**src/rtl/adder_pkg.sv**
```systemverilog
// Shared types and elaboration helpers for the chunked sequential adder.
package adder_pkg;

   typedef enum logic {
      IDLE = 1'b0,
      RUN  = 1'b1
   } state_e;

   // Number of CHUNK-bit slices in a WIDTH-bit operand.
   function automatic int unsigned nch(input int unsigned width, input int unsigned chunk);
      return (chunk == 0) ? 0 : width / chunk;
   endfunction

   // Index width able to count n values, never narrower than one bit.
   function automatic int unsigned cnt_w(input int unsigned n);
      return (n > 1) ? $clog2(n) : 1;
   endfunction

   // Legal geometry: non-zero chunk that tiles the operand exactly.
   function automatic bit params_ok(input int unsigned width, input int unsigned chunk);
      return (chunk >= 1) && (width >= chunk) && ((width % chunk) == 0);
   endfunction

endpackage

```
**src/rtl/adder_chunk.sv**
```systemverilog
// Combinational CHUNK-bit adder slice with carry in and carry out.
module adder_chunk #(
   parameter int unsigned W = 4
) (
   input  logic [W-1:0] a,
   input  logic [W-1:0] b,
   input  logic         cin,
   output logic [W-1:0] s,
   output logic         cout
);

   // Single ripple of W bits plus the incoming carry.
   assign {cout, s} = (W+1)'(a) + (W+1)'(b) + (W+1)'(cin);

endmodule

```
**src/rtl/adder_seq_chunked.sv**
```systemverilog
// Multi-cycle adder/subtractor: processes CHUNK bits per clock, LSB slice first.
module adder_seq_chunked
   import adder_pkg::*;
#(
   parameter int unsigned WIDTH = 16,
   parameter int unsigned CHUNK = 4
) (
   input  logic             clk,
   input  logic             reset_a,
   input  logic             start,
   input  logic             sub,
   input  logic [WIDTH-1:0] dataa,
   input  logic [WIDTH-1:0] datab,
   output logic             busy,
   output logic             done,
   output logic [WIDTH-1:0] sum,
   output logic             cout,
   output logic             ovf
);

   localparam int unsigned NCH = nch(WIDTH, CHUNK);
   localparam int unsigned CW  = cnt_w(NCH);
   localparam int unsigned IW  = cnt_w(WIDTH);
   localparam logic [CW-1:0] LAST = CW'(NCH - 1);

   // Reject geometries where CHUNK does not tile WIDTH.
   generate
      if (!params_ok(WIDTH, CHUNK)) begin : g_param_check
         $error("adder_seq_chunked: WIDTH must be a non-zero multiple of CHUNK");
      end
   endgenerate

   state_e           state_q, state_d;
   logic [WIDTH-1:0] a_q, a_d;
   logic [WIDTH-1:0] b_q, b_d;
   logic             carry_q, carry_d;
   logic [CW-1:0]    cnt_q, cnt_d;
   logic [WIDTH-1:0] sum_q, sum_d;
   logic             busy_q, busy_d;
   logic             done_q, done_d;
   logic             cout_q, cout_d;
   logic             ovf_q, ovf_d;

   logic [IW-1:0]    base_c;
   logic [CHUNK-1:0] slice_a_c;
   logic [CHUNK-1:0] slice_b_c;
   logic [CHUNK-1:0] slice_s_c;
   logic             slice_co_c;

   // Select the operand slice addressed by the slice counter.
   always_comb begin
      base_c    = IW'(32'(cnt_q) * CHUNK);
      slice_a_c = a_q[base_c +: CHUNK];
      slice_b_c = b_q[base_c +: CHUNK];
   end

   adder_chunk #(
      .W (CHUNK)
   ) u_chunk (
      .a    (slice_a_c),
      .b    (slice_b_c),
      .cin  (carry_q),
      .s    (slice_s_c),
      .cout (slice_co_c)
   );

   // Next-state and datapath updates for the IDLE/RUN sequencer.
   always_comb begin
      state_d = state_q;
      a_d     = a_q;
      b_d     = b_q;
      carry_d = carry_q;
      cnt_d   = cnt_q;
      sum_d   = sum_q;
      busy_d  = busy_q;
      done_d  = 1'b0;
      cout_d  = cout_q;
      ovf_d   = ovf_q;

      case (state_q)
         IDLE: begin
            if (start) begin
               // Subtraction is A + ~B + 1: invert B now, seed the carry with sub.
               a_d     = dataa;
               b_d     = sub ? ~datab : datab;
               carry_d = sub;
               cnt_d   = '0;
               busy_d  = 1'b1;
               state_d = RUN;
            end
         end
         RUN: begin
            sum_d[base_c +: CHUNK] = slice_s_c;
            carry_d                = slice_co_c;
            cnt_d                  = cnt_q + CW'(1);
            if (cnt_q == LAST) begin
               cout_d  = slice_co_c;
               ovf_d   = (a_q[WIDTH-1] == b_q[WIDTH-1]) &&
                         (slice_s_c[CHUNK-1] != a_q[WIDTH-1]);
               done_d  = 1'b1;
               busy_d  = 1'b0;
               cnt_d   = '0;
               state_d = IDLE;
            end
         end
         default: state_d = IDLE;
      endcase
   end

   // State and datapath registers; reset aborts any operation in flight.
   always_ff @(posedge clk or posedge reset_a) begin
      if (reset_a) begin
         state_q <= IDLE;
         a_q     <= '0;
         b_q     <= '0;
         carry_q <= 1'b0;
         cnt_q   <= '0;
         sum_q   <= '0;
         busy_q  <= 1'b0;
         done_q  <= 1'b0;
         cout_q  <= 1'b0;
         ovf_q   <= 1'b0;
      end else begin
         state_q <= state_d;
         a_q     <= a_d;
         b_q     <= b_d;
         carry_q <= carry_d;
         cnt_q   <= cnt_d;
         sum_q   <= sum_d;
         busy_q  <= busy_d;
         done_q  <= done_d;
         cout_q  <= cout_d;
         ovf_q   <= ovf_d;
      end
   end

   assign busy = busy_q;
   assign done = done_q;
   assign sum  = sum_q;
   assign cout = cout_q;
   assign ovf  = ovf_q;

endmodule

```
**config.mk**
```make
export PLATFORM = sky130hd
export DESIGN_NAME = adder_seq_chunked
export DESIGN_NICKNAME = d
export VERILOG_FILES = /design/src/rtl/adder_pkg.sv /design/src/rtl/adder_chunk.sv /design/src/rtl/adder_seq_chunked.sv
export SDC_FILE = /design/constraint.sdc
export NUM_CORES = 1
export LEC_CHECK = 0
export ABC_AREA = 1
export BUFFER_PORTS_ARGS = -buffer_cell sky130_fd_sc_hd__buf_2
export CAP_MARGIN = 20
export CORE_ASPECT_RATIO = 0.8
export CORE_MARGIN = 3
export CORE_UTILIZATION = 35
export CTS_CLUSTER_SIZE = 25
export DETAILED_ROUTE_END_ITERATION = 16
export SETUP_SLACK_MARGIN = 0.02
export SYNTH_ARGS = -nofsm -noshare
export SYNTH_HDL_FRONTEND = slang
export SYNTH_SLANG_ARGS = --single-unit
```
**constraint.sdc**
```tcl
create_clock -name clk -period 3.7 [get_ports clk]
set_clock_uncertainty 0.05 [all_clocks]
set_input_delay 1.11 -clock clk [delete_from_list [all_inputs] [get_ports clk]]
set_output_delay 1.11 -clock clk [all_outputs]
set_load 0.03 [all_outputs]
```
Word level (Yosys, flattened, before mapping)
Cells that the tools add are included.
- register bits after elaboration: 56
- output and inout port bits: 20
- add/subtract/negate cells: 4
- equal/unequal tests: 5
- shifts and indexed selects: 4
- multiplexer cells: 15
- bitwise logic cells: 2
- reductions and logical operators: 4
- operators with widths (kind ; count):
    $shiftx 16x5->4 ; 2
    $bwmux 16 ; 1
    $mux 16 ; 1
    $not 16->16 ; 1
    $shift 4x6->16 const A ; 1
    $shiftx 4x6->16 ; 1
    $mux 1 ; 7
    $neg 4->6 ; 1
    $pmux 1 s2 ; 3
    $reduce_and 2->1 ; 3
    $add 4x4->5 ; 1
    $add 5x1->5 ; 1
    $mux 2 ; 2
    $pmux 2 s2 ; 1
    $add 2x1->2 const B ; 1
    $eq 2x2->1 const B ; 1
    $ne 2x1->1 const B ; 1
    $ne 2x2->1 const B ; 1
    $eq 1x1->1 ; 1
    $logic_and 1x1->1 ; 1
    $ne 1x1->1 ; 1
    $not 1->1 ; 1

Longest topological paths before layout
- depth after elaboration: 5
- gate-level depth with buffers: 12

Cells and area by module
Synthesis repeated with hierarchy kept, for this count alone.
- cells, all modules: 364
- area total of the unflattened synthesis: 2914.0 um2
- modules (own cells, without submodules) (module ; times used ; cells an instance ; area each (um2) ; seq. area each (um2)):
    adder_seq_chunked ; 1 ; 339 ; 2748.9 ; 1401.3
    adder_chunk ; 1 ; 25 ; 165.2 ; 0.0

Least setup slack after synthesis
Ideal clock, no wire load.
- path type: register to register
- start point: register cnt_q[1]
- end point: register sum_q[6] (netlist: sum[6])
- setup time: 0.127 ns
- arrival: 2.116 ns
- data required time: 3.523 ns
- setup slack: 1.406 ns
- stages on the path, launching flop included: 10
- period minus slack after synthesis: 2.294 ns
- path through: dfrtp_1 > clkinv_1 > o21ai_0 > o22ai_1 > fa_1 > fa_1 > xnor2_1 > nor2_1 > nand2_1 > o21ai_0
- longest elaborated chain between the ends: 5
- ends and longest elaborated chain (what ; RTL line ; RTL):
    start: declaration ; adder_seq_chunked.sv:37 ; logic [CW-1:0] cnt_q, cnt_d;
    start signal: assignment ; adder_seq_chunked.sv:128 ; cnt_q <= cnt_d;
    $shiftx 16x5->4 (on tied branches) ; adder_seq_chunked.sv:53, adder_seq_chunked.sv:54 ;
    $add 4x4->5 ; adder_chunk.sv:13 ; assign {cout, s} = (W+1)'(a) + (W+1)'(b) + (W+1)'(cin);
    $add 5x1->5 ; adder_chunk.sv:13 ;
    $shiftx 4x6->16 ; adder_seq_chunked.sv:93 ; sum_d[base_c +: CHUNK] = slice_s_c;
    $bwmux 16 * ; adder_seq_chunked.sv:93 ;
    end signal: assignment ; adder_seq_chunked.sv:129 ; sum_q <= sum_d;
    end: declaration ; adder_seq_chunked.sv:38 ; logic [WIDTH-1:0] sum_q, sum_d;
Mark *: on every way between the ends. The rest lies on a longest branch, timed or not.
A chain may end at the register's enable or synchronous reset.

Final worst setup path
Ends and elaborated chain as after synthesis.

==> impl_metrics.yaml <==
place:
  portBuffers: 55
  dp_hpwl_um: 4356
  placed_cell_area_mm2: 0.003083
  pre_cts_slack_ps: 898.8
  gp_congestion: 0.8162
sta:
  final-hold-violation-count: 0
  finalSetupTns_ps: 0
  slew_headroom_pct: 52.87
  fin_ws_ps: 889.4
  min_period_ps: 2811
  rsz0062_at_grt: "no"
  fmax_mhz: 355.8
  slew_violations: 0
  worst_pin_slew_ps: 705.9
  fin_crit_sh_pct: 75.96
  setup_viol: 0
global_routing:
  grt_max_degree: 57
  grt_pass1_wl_um: 10270
  grt-ovfl-total: 0
  antenna_found_initial: 0
  grt_pass1_vias: 2146
  gr-usage-all-layers_pct: 13.94
clocking:
  cts_resized: 0
  clock_latency_ps: 300
  cts_buffer_depth: 2
  postCtsHoldBufs: 0
  cts_setup_buffers: 0
  numCtsBuffers: 5
  clk_pin_slew_ps: 100
  clock-sinks: 56
  htreeDepth: 2
  root_buffer: "clkbuf_8"
  tritoncts: "yes"
final_layout:
  antenna_cells: 0
  area_delta_synth_final_pct: 15.43
  layout_common_cells: "106 x nand2_1, 56 x dfrtp_1, 55 x buf_2"
  layout.nets: 416
  drive_above_1_share_pct: 18.38
  final_common_cell: "nand2_1"
  regArea_mm2: 0.001401
  multi_input_area_mm2: 0.001192
  nFillCells: 789
  fin_area_mm2: 0.003173
drt:
  vias: 2190
  first_iter_violations: 73
  ant_nets: 0
  vias_per_cell: 4.611
  routed_wl_um: 6013
  wl_per_cell_um: 12.66
  post-route-drc-count: 0
  dr.pass1.iters: 4
min_path:
  hp-class: "register to register"
  worstHoldEndpoint: "a_q[5]"
  holdPathStages: 2
  min_from: "a_q[5]"
setup_path:
  crit_path_max_incr_delay_ps: 570
  crit_buf_inv: 1
  r2r_end: "sum[6]"
  required_ps: 3830
  slowest_stage: "dfrtp_1"
  cp-end-kind: "register"
  critPathMaxFanout: 12
  rrSetupSlack_ps: 890
  path_cells: "clkinv_1 > o21ai_0 > o22ai_1 > fa_1 > fa_1 > xnor2_1 > nor2_1 > nand2_1 > o21ai_0"
  cp-start-kind: "register"
  critical_path_arrival_ps: 2940
  crit_type: "register to register"
  ff2ff_path_depth: 9
  cp_top_family: "adder cells"
  reg2reg_from: "cnt_q[1]"
synth:
  yosysTopAreaCell: "dfrtp_1"
  netlist_area_mm2: 0.002749
  synth_cell_types: 23
  synth_top_area_share_pct: 50.98
  syn_nets: 364
  yosys_warnings: 0
  syn_avg_cell_area_um2: 8.672
  synth_seq_cells: 56
  synth.area.top_cells: "dfrtp_1 51%, nand2_1 14%, o21ai_0 6.9%, xnor2_1 5.4%, ha_1 4.1%"
  syn_inst: 317
  ys_seq_area_share_pct: 50.98
die:
  core_area_mm2: 0.007497
  io_pins: 56
  rows: 28
  fp.dieArea_mm2: 0.008960
  dieHeight_um: 85.27
  start_util_pct: 36.67
  die_w_um: 105.1
power:
  total_leakage_power_nw: 1.624
  power.density_mw_per_mm2: 958.2
  ir_drop_v: 0.0003613
run:
  drv_cap: 0
run_status:
  run_status: "finished clean"
==> worst max-delay path by stage <==
stage                   from       to  depth (start not counted)
finish              cnt_q[1]   sum[6]                          9
global route        cnt_q[1]  sum[14]                          9
CTS                 cnt_q[1]  sum[14]                          9
detailed placement  cnt_q[1]  sum[14]                          9
global placement    cnt_q[1]   sum[6]                          9
floorplan            reset_a   a_q[0]                          1
==> sequential cells by signal, summed over array words and instances (netlist names) <==
name	cells
a_q	16
b_q	16
busy	1
carry_q	1
cnt_q	2
cout	1
done	1
ovf	1
state_q	1
sum	16
==> Yosys cell counts <==
master / n
nand2_1: 106
dfrtp_1: 56
o21ai_0: 38
nor2_1: 23
xnor2_1: 17
inv_1: 13
nand3_1: 11
ha_1: 9
o22ai_1: 9
o21ai_1: 6
buf_2: 4
buf_6: 4
buf_4: 3
nand4_1: 3
o31ai_1: 3
a21oi_1: 2
clkbuf_1: 2
fa_1: 2
inv_2: 2
clkinv_1: 1
nor2_4: 1
nor3_1: 1
o21bai_1: 1
==> logic make-up (layout without fill, tap and decap cells) <==
| logic type | Yosys count | count (layout) | share of synthesized area [%] |
|---|---|---|---|
| AOI/OAI and AO/OA | 59 | 59 | 11.52 |
| xor gates and xnor gates | 17 | 17 | 5.416 |
| adders and majority gates | 11 | 11 | 5.553 |
| buffers and inverters | 29 | 82 | 5.644 |
| DFF | 56 | 56 | 50.98 |
| and+or+nand+nor | 145 | 145 | 20.89 |
==> per-layer routing <==
metal | vias to the layer above | share of wire (%) | GRT usage, %
met5 | - | 0 | 0
met4 | 0 | 0.80 | 2.503
met3 | 6 | 5.0 | 3.042
met2 | 59 | 43 | 22.13
met1 | 1002 | 51 | 19.94
li1 | 1123 | - | -
==> worst min-delay path: stages, from the launching register on <==
cell     delay, ps
dfrtp_1        350
nand2_1         60
nand2_1         50
==> layout make-up <==
type,instances,share of cell area [%]
clock buffer,8,2.839
sequential,56,44.16
tap,105,4.140
inverter,16,1.893
timing repair buffer,58,9.385
multi-input combinational,232,37.58
==> metrics by stage <==
stage	hold slack (ps)	utilization (%)	instances	power, mW
after floorplan	386.6	-	317	2.279
after global placement	409.6	41.12	467	2.687
after detailed placement	409.5	41.12	467	2.720
after CTS	434.2	42.32	475	3.066
after global routing	457.8	42.32	475	3.347
final	429.5	42.32	475	3.040
==> report_power, final <==
part	switching (mW)	total, mW	internal, mW
Combinational	1.08	1.63	0.557
Sequential	0.193	1.07	0.876
Clock	0.186	0.340	0.153
Total	1.45	3.04	1.59
Power figures use the tool's default switching activity.
